File: config.mk
export PLATFORM = sky130hd
export DESIGN_NAME = regwrite_arbiter
export DESIGN_NICKNAME = d
export VERILOG_FILES = /design/src/rtl/regwrite_arbiter.sv
export SDC_FILE = /design/constraint.sdc
export NUM_CORES = 1
export LEC_CHECK = 0
export ABC_CLOCK_PERIOD_IN_PS = 3200
export CAP_MARGIN = 5
export CORE_AREA = 2 2 185 150
export DETAILED_ROUTE_END_ITERATION = 8
export DIE_AREA = 0 0 187 152
export PLACE_DENSITY_LB_ADDON = 0.05
export SLEW_MARGIN = 20
export SYNTH_ARGS = -nofsm -noshare
export SYNTH_HDL_FRONTEND = slang
export SYNTH_SLANG_ARGS = --single-unit
File: constraint.sdc
create_clock -name clk -period 3.2 [get_ports clk]
set_clock_uncertainty 0.2 [all_clocks]
set_input_delay 0.32 -clock clk [delete_from_list [all_inputs] [get_ports clk]]
set_output_delay 0.32 -clock clk [all_outputs]
set_load 0.05 [all_outputs]
File: src/rtl/regwrite_arbiter.sv
// Register-file write-port arbiter: pipeline writeback wins, long-latency results queue in a FIFO.
// Optional same-cycle bypass of an empty FIFO is enabled by defining REGWRITE_ARB_BYPASS_EN.
module regwrite_arbiter #(
    parameter int DEPTH = 4
) (
    input  logic        clk,
    input  logic        rst,
    input  logic        arm,
    input  logic        RegWriteW,
    input  logic [4:0]  RdW,
    input  logic [31:0] ResultW,
    input  logic        LongValid,
    input  logic [4:0]  LongRd,
    input  logic [31:0] LongData,
    output logic        LongReady,
    output logic        WE3,
    output logic [4:0]  A3,
    output logic [31:0] WD3,
    output logic [31:0] PendingMask
);

    localparam int AW = $clog2(DEPTH);
    localparam logic [AW:0] DEPTH_C = (AW+1)'(DEPTH);

    logic [AW:0]      count;
    logic [AW-1:0]    head;
    logic [AW-1:0]    tail;
    logic [DEPTH-1:0] live;
    logic [4:0]       rd_mem   [DEPTH];
    logic [31:0]      data_mem [DEPTH];

    logic pw;
    logic empty;
    logic xfer;
    logic drop;
    logic bypass;
    logic enq;
    logic pop;
    logic enq_live;

    assign empty = (count == '0);
    assign pw    = RegWriteW & ~(~arm & (RdW == 5'd0));

    // Ready depends only on registered occupancy (and reset), never on this cycle's port use.
    assign LongReady = ~rst & (count < DEPTH_C);
    assign xfer      = LongValid & LongReady;
    assign drop      = ~arm & (LongRd == 5'd0);

`ifdef REGWRITE_ARB_BYPASS_EN
    assign bypass = xfer & ~drop & empty & ~pw;
`else
    assign bypass = 1'b0;
`endif

    assign enq      = xfer & ~drop & ~bypass;
    assign pop      = ~pw & ~empty;
    // A younger pipeline write to the same register makes the arriving long result obsolete.
    assign enq_live = ~(pw & (LongRd == RdW));

    always_comb begin
        WE3 = 1'b0;
        A3  = 5'd0;
        WD3 = 32'd0;
        if (!rst) begin
            if (pw) begin
                WE3 = 1'b1;
                A3  = RdW;
                WD3 = ResultW;
            end else if (!empty) begin
                WE3 = live[head];
                A3  = rd_mem[head];
                WD3 = data_mem[head];
            end else if (bypass) begin
                WE3 = 1'b1;
                A3  = LongRd;
                WD3 = LongData;
            end
        end
    end

    always_comb begin
        PendingMask = 32'd0;
        for (int i = 0; i < DEPTH; i++) begin
            if (live[i]) PendingMask[rd_mem[i]] = 1'b1;
        end
    end

    always_ff @(posedge clk or posedge rst) begin
        if (rst) begin
            count <= '0;
            head  <= '0;
            tail  <= '0;
            live  <= '0;
        end else begin
            for (int i = 0; i < DEPTH; i++) begin
                if (pw && rd_mem[i] == RdW) live[i] <= 1'b0;
            end
            // Pop never coincides with a kill (pop needs pw=0), and enqueue never targets the head slot.
            if (pop) begin
                live[head] <= 1'b0;
                head       <= head + 1'b1;
            end
            if (enq) begin
                live[tail] <= enq_live;
                tail       <= tail + 1'b1;
            end
            case ({enq, pop})
                2'b10:   count <= count + (AW+1)'(1);
                2'b01:   count <= count - (AW+1)'(1);
                default: count <= count;
            endcase
        end
    end

    always_ff @(posedge clk) begin
        if (enq) begin
            rd_mem[tail]   <= LongRd;
            data_mem[tail] <= LongData;
        end
    end

endmodule

==> results.py, run 1 <==
metrics = {
    "outcome": {
        "status": "completed",
    },
    "synthesis": {
        "synth_compound_area_share_pct": 11.6,
        "synth.area.top_cells": "edfxtp_1 56%, mux4_2 11%, a22oi_1 4.5%",
        "yosysTopAreaCellShare_pct": 56.4,
        "synth_edf_count": 148,
        "synth_adder_area_share_pct": 1.68,
        "yosysUniqueCellTypes": 44,
        "yosysMostFrequentCell": "edfxtp_1",
        "syn-cell-area_um2": 7880,
        "syn_area_per_cell_um2": 14.0,
        "synthFlopType": "edfxtp_1",
        "synth_common_cells": "148 x edfxtp_1, 57 x nor2_1, 47 x a22oi_1",
        "syn_nets": 651,
        "synth-seq-cells": 159,
        "netlist_instances": 562,
        "yosys.area_share.xor_xnor_pct": 3.33,
        "synth_top_family_by_area": "compound AO/OA/AOI/OAI gates",
        "yosysWarningCount": 0,
        "synth-simple-area-share_pct": 9.24,
        "synthMuxAreaShare_pct": 11.0,
        "yosysTopAreaCell": "edfxtp_1",
        "async_flop_share_pct": 6.92,
        "ys_seq_area_share_pct": 59.9,
    },
    "worst_setup_path": {
        "reg2reg_from": "count[0]",
        "critPathKind": "reg2out",
        "start_kind": "register",
        "cp-startpoint": "rd_mem[2][1]",
        "path_cells": "nand3_1 > o22ai_1 > a221o_1 > clkdlybuf4s50_1",
        "crit_arrival_ps": 2600,
        "slowest_delay_ps": 810,
        "endpoint_kind": "primary output",
        "critical_path_required_ps": 2680,
        "cp_max_fo": 10,
        "cp_slowest_cell": "clkdlybuf4s50_1",
    },
    "sta": {
        "setup_viol": 0,
        "period_needed_ps": 3120,
        "setup_tns_ps": 0,
        "min_period_over_period_pct": 97.5,
        "drv_slew": 0,
        "rsz0062_at_grt": "false",
        "tightest_slew_ps": 618,
        "finalHoldViolCount": 0,
        "relSlewSlack_pct": 58.8,
        "fmax_mhz": 320,
    },
    "hold_path": {
        "hold_path_class": "in2async",
    },
    "placed_design": {
        "port_buffers": 149,
        "gp_congestion": 0.889,
        "dp_hpwl_um": 17300,
        "dp_cells": 1064,
    },
    "cts": {
        "cts_tree": "built",
        "insertion_delay_ps": 420,
        "cts_buffer_depth": 2,
        "cts_buffers": 17,
        "cts.sinks": 159,
        "htree_levels": 4,
        "cts.clk_slew.worst_paths_ps": 60,
        "cts_root_buf": "clkbuf_16",
        "postCtsHoldBufs": 0,
    },
    "grt": {
        "grt_overflow": 0,
        "antenna_found_initial": 1,
        "grt_pass1_vias": 5830,
        "grt_pass1_wl_um": 37100,
        "grt_max_degree": 40,
        "grt.total_usage_pct": 17.6,
    },
    "final_layout": {
        "multiInputGateArea_um2": 2930,
        "nFillCells": 2518,
        "final_util_pct": 41.1,
        "register_area_um2": 4720,
        "fin_cells": 1100,
        "synthToLayoutAreaGrowth_pct": 39.8,
        "num-nets-final": 813,
        "drive_above_1_share_pct": 23.9,
    },
    "detailed_routing": {
        "first_iter_violations": 614,
        "avgRoutedWirePerCell_um": 22.4,
        "routed_wl_um": 24700,
        "drt_pass1_iterations": 6,
        "drcViolationCount": 0,
        "via_count": 5758,
        "avgViaCountPerCell": 5.23,
        "antenna_left": 0,
    },
    "floorplan": {
        "core_um2": 26800,
        "dieArea_um2": 28400,
        "ios": 150,
        "initial_core_util_pct": 29.4,
        "die_h_um": 152,
        "num_rows": 54,
        "die_w_um": 187,
    },
    "power": {
        "powerDensity_nw_per_um2": 662,
        "p_leak_nw": 3.85,
        "finalPower_mw": 7.29,
        "peakVddDrop_mv": 0.385,
    },
    "job": {
        "max_cap_viol_count": 0,
    },
}
## worst max-delay path, delay by kind of cell, from the launching register on
kind | cells | cell delay [ps]
buf+inv | 1 | 810
flops | 1 | 590
compound gates | 2 | 410
simple gates | 1 | 360
## cell families (layout without fill, tap and decap cells)
kind of cell               count (synthesis)  in the layout
AOI/OAI and AO/OA                        117            117
DFF                                      159            159
muxes                                     39             39
other                                      0              1
adders and majority gates                 10             10
buffers and inverters                     63            236
and+or+nand+nor                          144            144
xor gates and xnor gates                  30             30
## metal layers
metal	routed length, um	up-vias	share of wire, %	global-route usage, %
met1	11500	2926	46	25.2
met2	11000	250	45	26.1
met3	1920	25	7.8	4.80
met4	301	0	1.2	4.72
li1	-	2557	-	-
met5	0	-	0	0
## cell usage in the layout (no fill, tap or decap), types with 7 or more instances in the layout
| cell | n |
|---|---|
| clkdlybuf4s50_1 | 86 |
| buf_12 | 46 |
| nand3b_1 | 9 |
| o221ai_1 | 16 |
| nor2_1 | 55 |
| inv_1 | 14 |
| mux4_2 | 38 |
| nand2_1 | 22 |
| edfxtp_1 | 148 |
| a22oi_1 | 47 |
| nand3_1 | 9 |
| xnor2_1 | 19 |
| a221o_1 | 14 |
| a21oi_1 | 7 |
| dfrtp_1 | 9 |
| clkbuf_16 | 17 |
| dlygate4sd2_1 | 10 |
| xor2_1 | 11 |
| o22ai_1 | 13 |
| ha_1 | 9 |
| buf_4 | 39 |
## final timing paths
kind | slack [ps] | depth (start not counted) | to
max in group asynchronous | 2330 | 3 | head[1]
worst max register to register | 740 | 7 | count[2]
min in group clk | 310 | 1 | count[2]
worst min-delay path | 120 | 3 | tail[0]
worst min register to register | 310 | 1 | count[2]
worst max-delay path | 80 | 4 | PendingMask[23]
## what timing repair did
action | CTS | global route
endpoints found under the setup margin | 11 | 13
buffers inserted | 3 | 2
resized for setup | 10 | 11
## per-stage QoR
stage	setup slack [ps]	hold slack (ps)	cell area [um^2]
floorplan	231	219	7880
global placement	248	278	10300
detailed placement	244	283	10300
CTS	5.57	113	11000
global route	6.36	171	11000
finish	79.4	116	11000
## sequential cells by signal, summed over array words and instances, names as in the netlist
| register | cells |
|---|---|
| count | 3 |
| data_mem | 128 |
| tail | 2 |
| head | 2 |
| live | 4 |
| rd_mem | 20 |
## power by group
group	internal [mW]	leakage (nW)	total (mW)	switching, mW
Clock	1.29	0.275	2.06	0.771
Combinational	1.18	2.10	2.48	1.30
Sequential	2.49	1.47	2.75	0.262
## area by class of cell
| cell class | count | share of cell area [%] |
|---|---|---|
| diodes | 1 | 0.0227 |
| clock buffers | 18 | 3.90 |
| clock inverters | 12 | 1.54 |
| inverters | 18 | 0.613 |
| multi-input cells | 340 | 26.6 |
| flip-flops and latches | 159 | 42.9 |
| well taps | 364 | 4.13 |
| repair buffers | 188 | 20.3 |
(Power assumes the default switching activity.)
==> run 2, diff against run 1 <==
--- a/config.mk
+++ b/config.mk
@@ -5,11 +5,12 @@
 export SDC_FILE = /design/constraint.sdc
 export NUM_CORES = 1
 export LEC_CHECK = 0
+export ABC_AREA = 1
 export ABC_CLOCK_PERIOD_IN_PS = 3200
 export CAP_MARGIN = 5
-export CORE_AREA = 2 2 185 150
+export CORE_AREA = 2 2 190 155
 export DETAILED_ROUTE_END_ITERATION = 8
-export DIE_AREA = 0 0 187 152
+export DIE_AREA = 0 0 192 157
 export PLACE_DENSITY_LB_ADDON = 0.05
 export SLEW_MARGIN = 20
 export SYNTH_ARGS = -nofsm -noshare
==> run 2 against run 1 <==
Sequential share of layout area shrank 0.99 points. Register-to-register slack improved by 160 ps. Worst hold slack better by 98 ps. Critical path type unchanged. Final cell count up 22%. Non-clock buffer count down 10. Largest power group is now combinational logic. Die area up 6.1%. Fmax grew 0.26%.
==> results.py, run 2 <==
metrics = {
    "worst_setup_path": {
        "worstRegToRegCells": 7,
        "slowest_delay_ps": 840,
        "endpoint_kind": "primary output",
        "cp_max_fo": 8,
        "cp_num_buf_inv": 2,
        "cp_slowest_cell": "clkdlybuf4s50_1",
        "path_cells": "inv_1 > nand3_1 > nor2_1 > a21oi_1 > o221ai_1 > clkdlybuf4s50_1",
        "reg2reg_from": "count[2]",
        "critical_path_required_ps": 2680,
        "r2r_slack_ps": 900,
        "r2r-end": "count[2]",
        "critPathKind": "reg2out",
        "start_kind": "register",
        "critical-path-top-delay-family": "buffers and inverters",
        "crit_arrival_ps": 2590,
    },
    "grt": {
        "met1_usage_pct": 24.7,
        "grt_max_degree": 50,
        "grt_overflow": 0,
        "top_usage_layer": "met2",
        "grt.total_usage_pct": 17.4,
        "grt_util_met3_pct": 4.59,
        "antenna_found_initial": 0,
        "grt_pass1_vias": 6563,
        "grt_pass1_wl_um": 39500,
        "use_met2_pct": 27.0,
    },
    "synthesis": {
        "synthFlopType": "edfxtp_1",
        "ys_seq_area_share_pct": 56.3,
        "yosysUniqueCellTypes": 34,
        "syn-cell-area_um2": 8380,
        "yosysTopAreaCell": "edfxtp_1",
        "synth_common_cells": "148 x edfxtp_1, 90 x nor2_1, 79 x o21ai_0",
        "netlist_instances": 810,
        "syn_area_per_cell_um2": 10.3,
        "synth-seq-cells": 159,
        "yosysTopAreaCellShare_pct": 53.1,
        "yosysWarningCount": 0,
        "async_flop_share_pct": 6.92,
        "synth_edf_count": 148,
        "syn_nets": 899,
        "yosysMostFrequentCell": "edfxtp_1",
        "synth.area.top_cells": "edfxtp_1 53%, o22ai_1 5.7%, o21ai_0 4.7%",
    },
    "detailed_routing": {
        "first_iter_violations": 558,
        "avgViaCountPerCell": 4.95,
        "antenna_left": 0,
        "drcViolationCount": 0,
        "drt_pass1_iterations": 5,
        "routed_wl_um": 25900,
        "avgRoutedWirePerCell_um": 19.3,
        "via_count": 6652,
    },
    "cts": {
        "cts_resized": 0,
        "cts.clk_slew.worst_paths_ps": 70,
        "cts_buffer_depth": 2,
        "cts.sinks": 159,
        "cts_tree": "built",
        "htree_levels": 4,
        "insertion_delay_ps": 420,
        "postCtsHoldBufs": 0,
        "cts_root_buf": "clkbuf_16",
        "post_cts_buffers": 0,
        "cts_buffers": 17,
    },
    "final_layout": {
        "num-nets-final": 1049,
        "final_common_cell": "edfxtp_1",
        "regMostFlops": "data_mem",
        "reg_top3": "data_mem: 128 flops, rd_mem: 20 flops, live: 4 flops",
        "drive_above_1_share_pct": 21.1,
        "synthToLayoutAreaGrowth_pct": 34.6,
        "largest_reg_flops": 128,
        "diodes": 0,
        "final_cell_mix": "148 x edfxtp_1, 90 x nor2_1, 88 x clkdlybuf4s50_1",
    },
    "sta": {
        "drv_slew": 0,
        "setup_tns_ps": 0,
        "setup_viol": 0,
        "finalHoldViolCount": 0,
        "min_period_over_period_pct": 97.3,
        "fmax_mhz": 321,
        "relSlewSlack_pct": 50.6,
        "period_needed_ps": 3110,
        "tightest_slew_ps": 741,
        "rsz0062_at_grt": "false",
    },
    "placed_design": {
        "dp_hpwl_um": 17600,
        "port_buffers": 149,
        "gp_congestion": 0.878,
    },
    "power": {
        "powerDensity_nw_per_um2": 709,
        "peakVddDrop_mv": 0.499,
        "p_leak_nw": 4.38,
        "finalPower_mw": 7.99,
    },
    "floorplan": {
        "num_rows": 55,
        "dieArea_um2": 30100,
        "core_um2": 28100,
        "die_h_um": 157,
        "initial_core_util_pct": 29.8,
        "ios": 150,
        "die_w_um": 192,
    },
    "hold_path": {
        "whs_endpoint": "tail[1]",
        "hold_start": "rst",
        "hold_path_class": "in2reg",
        "min_path_cells": 4,
    },
    "outcome": {
        "status": "completed",
    },
    "job": {
        "max_cap_viol_count": 0,
    },
}
-- run 2: cell count changes after synthesis, sizes merged, moves of 12 or more --
cell,change
nand2,+95
o21ai,+77
o22ai,+62
nand3,+55
a21oi,+50
a22oi,-47
mux4,-38
nor2,+36
inv,+25
or2,+18
a221o,-14
buf,+14
clkbuf,-12
-- run 2: layout make-up --
cell class              count  area [um^2]
flip-flops and latches    159         4720
clock buffers              17          425
clock inverters            15          161
repair buffers            178         2150
multi-input cells         561         3180
fillers                  2771        16800
well taps                 370          463
inverters                  43          169
-- run 2: worst max-delay path by stage --
stage | startpoint | endpoint | slack (ps) | cells after the start
2_1_floorplan | rd_mem[3][4] | PendingMask[2] | 840 | 4
3_3_place_gp | LongRd[2] | count[2] | 390 | 9
3_5_place_dp | LongRd[3] | count[2] | 370 | 9
4_1_cts | rd_mem[3][4] | PendingMask[24] | 40 | 6
5_1_grt | rd_mem[0][0] | PendingMask[0] | 5 | 5
6_report | rd_mem[2][0] | PendingMask[10] | 90 | 6
-- run 2: per-stage QoR --
step           util (%)  cells  hold WS, ps  instance area (um^2)  worst slack [ps]
5_1_grt            40.2   1343          231                 11300              5.02
3_3_place_gp       37.9   1311          340                 10600               385
2_1_floorplan         -    810          219                  8380               841
4_1_cts            39.9   1343          190                 11200              40.8
6_report           40.2   1343          215                 11300              87.6
3_5_place_dp       37.9   1311          327                 10600               368
-- run 2: kinds of logic after synthesis --
family	Yosys count	share of synthesized area (%)
compound gates	225	16.7
xor+xnor	25	2.61
fa+ha+maj	10	1.58
buf+inv	90	5.72
flops	159	56.3
mux	1	0.134
simple gates	300	16.9
-- run 2: report_power, final --
group          total [mW]  switching (mW)  internal, mW
registers            2.61           0.130          2.48
clock network        2.00           0.949          1.05
logic                3.38            2.17          1.22
total                7.99            3.24          4.75
-- run 2: worst reg2reg max path: cells and delay by family (launching register included) --
kind,cells,cell delay [ps]
xor gates and xnor gates,1,150
DFF,1,410
and+or+nand+nor,2,510
adders and majority gates,2,660
AOI/OAI and AO/OA,2,250
-- run 2: per-layer routing --
layer  vias to the layer above  routed length [um]
met2                       221               11500
li1                       3222                   -
met3                        13                1670
met5                         -                   0
met1                      3196               12500
met4                         0                 185
